`src/rtl/vga_timing_gen.sv`:
```
// -----------------------------------------------------------------------------
// vga_timing_gen
//
// Parametrised VGA timing generator. Produces free-running horizontal and
// vertical counters (stage 0), decodes sync/active/window regions from them,
// and registers the sync pins, active flag and pixel colour one pixel tick
// later (stage 1). Line and frame start strobes are single-Clock pulses.
//
// The pixel source reads oHcounter/oVcounter (or oWinX/oWinY) and returns
// iRGB combinationally in the same cycle; the registered oRGB then lines up
// with the registered sync outputs.
//
// Ports:
//   Clock        in   system clock
//   Reset        in   synchronous, active-high reset (priority over Enable)
//   Enable       in   pixel tick; counters and stage-1 registers advance on 1
//   iRGB         in   [2:0] pixel colour {R,G,B} from the source
//   oHcounter    out  [COUNT_W-1:0] stage-0 horizontal counter
//   oVcounter    out  [COUNT_W-1:0] stage-0 vertical counter
//   oWinX        out  [COUNT_W-1:0] column relative to window, 0 outside
//   oWinY        out  [COUNT_W-1:0] line relative to window, 0 outside
//   oHsync       out  registered horizontal sync
//   oVsync       out  registered vertical sync
//   oActive      out  registered active-video flag
//   oRGB         out  [2:0] registered pixel output
//   oLineStart   out  one-Clock pulse after an enabled tick at H==0
//   oFrameStart  out  one-Clock pulse after an enabled tick at H==0, V==0
//   oFrameCount  out  [15:0] frame counter
//
// Optional feature (macro VGA_TIMING_FRAME_COUNT_EN):
//   defined   - oFrameCount counts frames mod 2^16, stepping together with
//               oFrameStart; cleared by Reset.
//   undefined - oFrameCount is tied to zero and no counter is built.
// -----------------------------------------------------------------------------
module vga_timing_gen #(
  parameter int unsigned COUNT_W    = 10,
  parameter int unsigned H_ACTIVE   = 640,
  parameter int unsigned H_FP       = 16,
  parameter int unsigned H_SYNC     = 96,
  parameter int unsigned H_BP       = 48,
  parameter int unsigned V_ACTIVE   = 480,
  parameter int unsigned V_FP       = 10,
  parameter int unsigned V_SYNC     = 2,
  parameter int unsigned V_BP       = 33,
  parameter logic        HSYNC_POL  = 1'b0,
  parameter logic        VSYNC_POL  = 1'b0,
  parameter int unsigned WIN_X0     = 192,
  parameter int unsigned WIN_Y0     = 112,
  parameter int unsigned WIN_W      = 256,
  parameter int unsigned WIN_H      = 256,
  parameter logic [2:0]  BORDER_RGB = 3'b000
) (
  input  logic               Clock,
  input  logic               Reset,
  input  logic               Enable,
  input  logic [2:0]         iRGB,
  output logic [COUNT_W-1:0] oHcounter,
  output logic [COUNT_W-1:0] oVcounter,
  output logic [COUNT_W-1:0] oWinX,
  output logic [COUNT_W-1:0] oWinY,
  output logic               oHsync,
  output logic               oVsync,
  output logic               oActive,
  output logic [2:0]         oRGB,
  output logic               oLineStart,
  output logic               oFrameStart,
  output logic [15:0]        oFrameCount
);

  // ---------------------------------------------------------------------------
  // Derived geometry
  // ---------------------------------------------------------------------------
  localparam int unsigned H_TOTAL  = H_ACTIVE + H_FP + H_SYNC + H_BP;
  localparam int unsigned V_TOTAL  = V_ACTIVE + V_FP + V_SYNC + V_BP;
  localparam int unsigned HS_START = H_ACTIVE + H_FP;
  localparam int unsigned HS_END   = HS_START + H_SYNC;
  localparam int unsigned VS_START = V_ACTIVE + V_FP;
  localparam int unsigned VS_END   = VS_START + V_SYNC;
  localparam int unsigned WIN_X1   = WIN_X0 + WIN_W;
  localparam int unsigned WIN_Y1   = WIN_Y0 + WIN_H;

  // ---------------------------------------------------------------------------
  // Stage 0: counters
  // ---------------------------------------------------------------------------
  logic [COUNT_W-1:0] h_count;
  logic [COUNT_W-1:0] v_count;
  logic [31:0]        h_ext;
  logic [31:0]        v_ext;
  logic               h_last;
  logic               v_last;
  logic               at_line_start;
  logic               at_frame_start;

  // Compare in 32 bits so geometry constants never get truncated to COUNT_W.
  assign h_ext          = 32'(h_count);
  assign v_ext          = 32'(v_count);
  assign h_last         = (h_ext == H_TOTAL - 1);
  assign v_last         = (v_ext == V_TOTAL - 1);
  assign at_line_start  = (h_count == '0);
  assign at_frame_start = (h_count == '0) && (v_count == '0);

  always_ff @(posedge Clock) begin
    if (Reset) begin
      h_count <= '0;
      v_count <= '0;
    end else if (Enable) begin
      if (h_last) begin
        h_count <= '0;
        if (v_last) begin
          v_count <= '0;
        end else begin
          v_count <= v_count + COUNT_W'(1);
        end
      end else begin
        h_count <= h_count + COUNT_W'(1);
      end
    end
  end

  // ---------------------------------------------------------------------------
  // Stage 0: region decode
  // ---------------------------------------------------------------------------
  logic               act;
  logic               hs;
  logic               vs;
  logic               win;
  logic [COUNT_W-1:0] win_x;
  logic [COUNT_W-1:0] win_y;
  logic [2:0]         rgb_next;

  always_comb begin
    act = (h_ext < H_ACTIVE) && (v_ext < V_ACTIVE);
    hs  = (h_ext >= HS_START) && (h_ext < HS_END);
    vs  = (v_ext >= VS_START) && (v_ext < VS_END);
    // Window is clipped by the active area, so oversize geometry is harmless.
    win = (h_ext >= WIN_X0) && (h_ext < WIN_X1) &&
          (v_ext >= WIN_Y0) && (v_ext < WIN_Y1) && act;

    win_x = '0;
    win_y = '0;
    if (win) begin
      win_x = COUNT_W'(h_ext - WIN_X0);
      win_y = COUNT_W'(v_ext - WIN_Y0);
    end

    rgb_next = 3'b000;
    if (win) begin
      rgb_next = iRGB;
    end else if (act) begin
      rgb_next = BORDER_RGB;
    end
  end

  // ---------------------------------------------------------------------------
  // Stage 1: registered pins
  // ---------------------------------------------------------------------------
  logic       hsync_q;
  logic       vsync_q;
  logic       active_q;
  logic [2:0] rgb_q;

  always_ff @(posedge Clock) begin
    if (Reset) begin
      hsync_q  <= ~HSYNC_POL;
      vsync_q  <= ~VSYNC_POL;
      active_q <= 1'b0;
      rgb_q    <= '0;
    end else if (Enable) begin
      hsync_q  <= hs ? HSYNC_POL : ~HSYNC_POL;
      vsync_q  <= vs ? VSYNC_POL : ~VSYNC_POL;
      active_q <= act;
      rgb_q    <= rgb_next;
    end
  end

  // ---------------------------------------------------------------------------
  // Strobes: loaded every Clock (not gated by Enable) so they self-clear
  // after one Clock even when Enable is held low.
  // ---------------------------------------------------------------------------
  logic line_start_q;
  logic frame_start_q;

  always_ff @(posedge Clock) begin
    if (Reset) begin
      line_start_q  <= 1'b0;
      frame_start_q <= 1'b0;
    end else begin
      line_start_q  <= Enable && at_line_start;
      frame_start_q <= Enable && at_frame_start;
    end
  end

  // ---------------------------------------------------------------------------
  // Optional frame counter
  // ---------------------------------------------------------------------------
`ifdef VGA_TIMING_FRAME_COUNT_EN
  logic [15:0] frame_count_q;

  // Steps on the same edge that raises oFrameStart, so the new count is
  // visible while the strobe is high.
  always_ff @(posedge Clock) begin
    if (Reset) begin
      frame_count_q <= '0;
    end else if (Enable && at_frame_start) begin
      frame_count_q <= frame_count_q + 16'd1;
    end
  end

  assign oFrameCount = frame_count_q;
`else
  assign oFrameCount = '0;
`endif

  // ---------------------------------------------------------------------------
  // Outputs
  // ---------------------------------------------------------------------------
  assign oHcounter   = h_count;
  assign oVcounter   = v_count;
  assign oWinX       = win_x;
  assign oWinY       = win_y;
  assign oHsync      = hsync_q;
  assign oVsync      = vsync_q;
  assign oActive     = active_q;
  assign oRGB        = rgb_q;
  assign oLineStart  = line_start_q;
  assign oFrameStart = frame_start_q;

endmodule

```
`config.mk`:
```
export PLATFORM = sky130hd
export DESIGN_NAME = vga_timing_gen
export DESIGN_NICKNAME = d
export VERILOG_FILES = /design/src/rtl/vga_timing_gen.sv
export SDC_FILE = /design/constraint.sdc
export NUM_CORES = 1
export LEC_CHECK = 0
export CAP_MARGIN = 20
export CORE_UTILIZATION = 44
export DETAILED_ROUTE_END_ITERATION = 16
export PLACE_DENSITY = 0.83
export SLEW_MARGIN = 40
export SYNTH_ARGS = -nofsm -noshare
export SYNTH_HDL_FRONTEND = slang
export SYNTH_SLANG_ARGS = --single-unit
```
`constraint.sdc`:
```
create_clock -name Clock -period 2.6 [get_ports Clock]
set_input_delay 0.39 -clock Clock [delete_from_list [all_inputs] [get_ports Clock]]
set_output_delay 0.39 -clock Clock [all_outputs]
set_load 0.05 [all_outputs]
```
==> flow_metrics.tcl <==
set metrics [dict create \
    outcome "complete, no violations" \
    final_util 0.659 \
    grt_usage 0.209 \
    h-tree-depth 1 \
    cp-start-kind "flop" \
    die-area_sq_mm 0.00433 \
    slew_headroom 0.657 \
    ys_types 45 \
    cts_max_path_buffers 2 \
    clkTransAtPathRegs_ps 100 \
    hp-start "oActive" \
    die_y_microns 65.8 \
    worst_slew_pin_slew_ps 512 \
    cp_max_fo 7 \
    cts_hold_buf 0 \
    clkLatencyLatePin_ps 280 \
    synth_area_per_cell_sq_um 8.17 \
    start_util 0.474 \
    grt_overflow 0 \
    synth_top_area_cell "dfxtp_1" \
    holdPathStages 2 \
    ys_seq_area_frac 0.313 \
    crit_required_ps 2210 \
    endpoint_kind "primary output" \
    maxCapViolCount 0 \
    antenna_found_initial 0 \
    synthFlopType "dfxtp_1" \
    drc 0 \
    r2r-start "oHcounter[0]" \
    drtPass1Iterations 4 \
    wl_microns 4090 \
    dp_hpwl_microns 3060 \
    final_max_slew_viol_count 0 \
    route.antenna.remaining_nets 0 \
    clock-sinks 28 \
    period_needed_ps 2420 \
    critical_path_class "reg2out" \
    yosysWarnings 0 \
    num-fill-cells 305 \
    area_delta_synth_final_pct 38.9 \
    whs_endpoint "oActive" \
    nets 282 \
    numCtsBuffers 3 \
    grt_pass1_vias 1482 \
    leakagePower_nw 0.960 \
    r2r_slack_ps 520 \
    grt_max_degree 18 \
    ff2ff_path_depth 5 \
    die_w_microns 65.8 \
    core_area_sq_mm 0.00377 \
    cts_setup_buffers 0 \
    crit_arrival_ps 2030 \
    cts_root_buffer "clkbuf_8" \
    power_density_mw_per_mm2 371 \
    portBuffers 51 \
    syn-cell-area_sq_mm 0.00179 \
    finalClockSkew_ps 12.6 \
    synthDominantCellAreaShare 0.313 \
    wire_per_inst_microns 13.1 \
    hold_viol_final 0 \
    synthCells 219 \
    grt_pass1_wl_microns 6990 \
    synth_edf_count 0 \
    fin_crit_sh 0.930 \
    synthArstFlopShare 0 \
    ys_ff_latch 28 \
    hp-class "reg2reg" \
    num_antenna_cells 0 \
    initialDrtViolationCount 73 \
    reg2reg_to "oVcounter[9]" \
    rsz0062_at_grt "false" \
    io_pins 70 \
    ir_drop_mv 0.273 \
    finalPower_w 0.000922 \
    rows 22 \
    cts_resized 0 \
    gp_congestion 0.887 \
    cts_tree "done" \
    vias 1634 \
    viasPerCell 5.22 \
    drive_above_1_share 0.226 \
    setup_viol 0 \
    ys_top_cells_by_area "dfxtp_1 (31%), buf_4 (7.6%), xnor2_1 (7.3%), ha_1 (7.0%), nor2_1 (5.9%)" \
    max_freq_ghz 0.414 \
    tns_ps 0 \
]
[cell type report]
type                       count  area, sq um  share of cell area
multi-input combinational    166         1110               0.446
sequential                    28          569               0.229
inverter                       9         33.8              0.0136
timing repair buffer          58          643               0.259
clock buffer                   3         41.3              0.0166
clock inverter                 1         30.0              0.0121
tap                           48         60.1              0.0242
[power by group]
| part | switching, W | internal [W] | leakage [nW] |
|---|---|---|---|
| Sequential | 0.00000578 | 0.000435 | 0.230 |
| Clock | 0.000138 | 0.000206 | 0.0357 |
| Combinational | 0.000105 | 0.0000317 | 0.694 |
[worst max-delay path, cell delays in order, from the launching register on]
cell     delay, ps
dfxtp_2        380
ha_1           280
a21oi_1        250
xnor2_2        150
nand2_1        170
buf_4          220
nor2_2         140
buf_12         150
[kinds of logic after synthesis]
kind of cell,count (synthesis),share of synthesized area
and+or+nand+nor,98,0.314
buffers and inverters,42,0.130
DFF,28,0.313
AOI/OAI and AO/OA,19,0.0664
xor gates and xnor gates,19,0.0930
adders and majority gates,10,0.0699
muxes,2,0.0112
other,1,0.00210
[Yosys cell counts (2+ instances only)]
master / number
mux2i_1: 2
and3_1: 9
nor4b_1: 2
nor2_1: 28
or3b_2: 3
buf_1: 2
inv_1: 9
o31ai_1: 4
dfxtp_1: 28
buf_4: 18
nand2_1: 9
buf_2: 5
or4_4: 2
ha_1: 10
and4_2: 2
nand2b_1: 3
xnor2_1: 15
nand4_1: 4
a21oi_1: 7
nand4b_1: 2
nor4_1: 5
xor2_1: 4
clkbuf_1: 7
nand3_1: 12
o21ai_0: 2
nor3_1: 6
[metrics by stage]
| step | cells | worst slack [ps] | area, sq um | hold WS [ps] |
|---|---|---|---|---|
| CTS | 313 | 178 | 2480 | 496 |
| global route | 313 | 66.8 | 2480 | 516 |
| global placement | 309 | 301 | 2410 | 461 |
| detailed placement | 309 | 289 | 2410 | 477 |
| finish | 313 | 182 | 2480 | 488 |
| floorplan | 236 | 24.0 | 1910 | 538 |
[registers in the layout, indices dropped and copies added, names as in the netlist]
signal,cells
oLineStart,1
oVsync,1
oHcounter,10
oHsync,1
oRGB,3
oVcounter,10
oFrameStart,1
oActive,1
[metal layers]
layer,GRT usage,wire (microns),vias up
met2,0.311,1890,70
met1,0.300,1830,759
li1,-,-,801
met5,0,0,-
met3,0.0259,307,4
met4,0.0897,57,0
[worst max path at each step]
stage / from / end / slack [ps]
after floorplan: oVcounter[5] / oWinX[9] / 20
after global placement: Enable / oVcounter[9] / 300
after detailed placement: Enable / oVcounter[9] / 290
after CTS: oVcounter[4] / oWinY[0] / 180
after global routing: oVcounter[5] / oWinY[9] / 70
final: oVcounter[4] / oWinY[0] / 180
[cells in the final DEF (no fill, tap or decap), types with 3 or more instances in the layout]
| cell type | instances |
|---|---|
| conb_1 | 18 |
| nor4_1 | 5 |
| clkdlybuf4s50_1 | 33 |
| a21oi_1 | 7 |
| dfxtp_2 | 7 |
| or3b_2 | 3 |
| o31ai_1 | 4 |
| nand4_1 | 4 |
| xnor2_1 | 14 |
| nor3_1 | 5 |
| nand2_1 | 9 |
| dfxtp_1 | 21 |
| ha_1 | 10 |
| and3_1 | 9 |
| nand3_1 | 12 |
| clkbuf_8 | 3 |
| nand2b_1 | 3 |
| buf_4 | 15 |
| nor2_1 | 19 |
| buf_12 | 10 |
| nor2_2 | 9 |
| xor2_1 | 4 |
| inv_1 | 9 |
(Power assumes the default switching activity.)
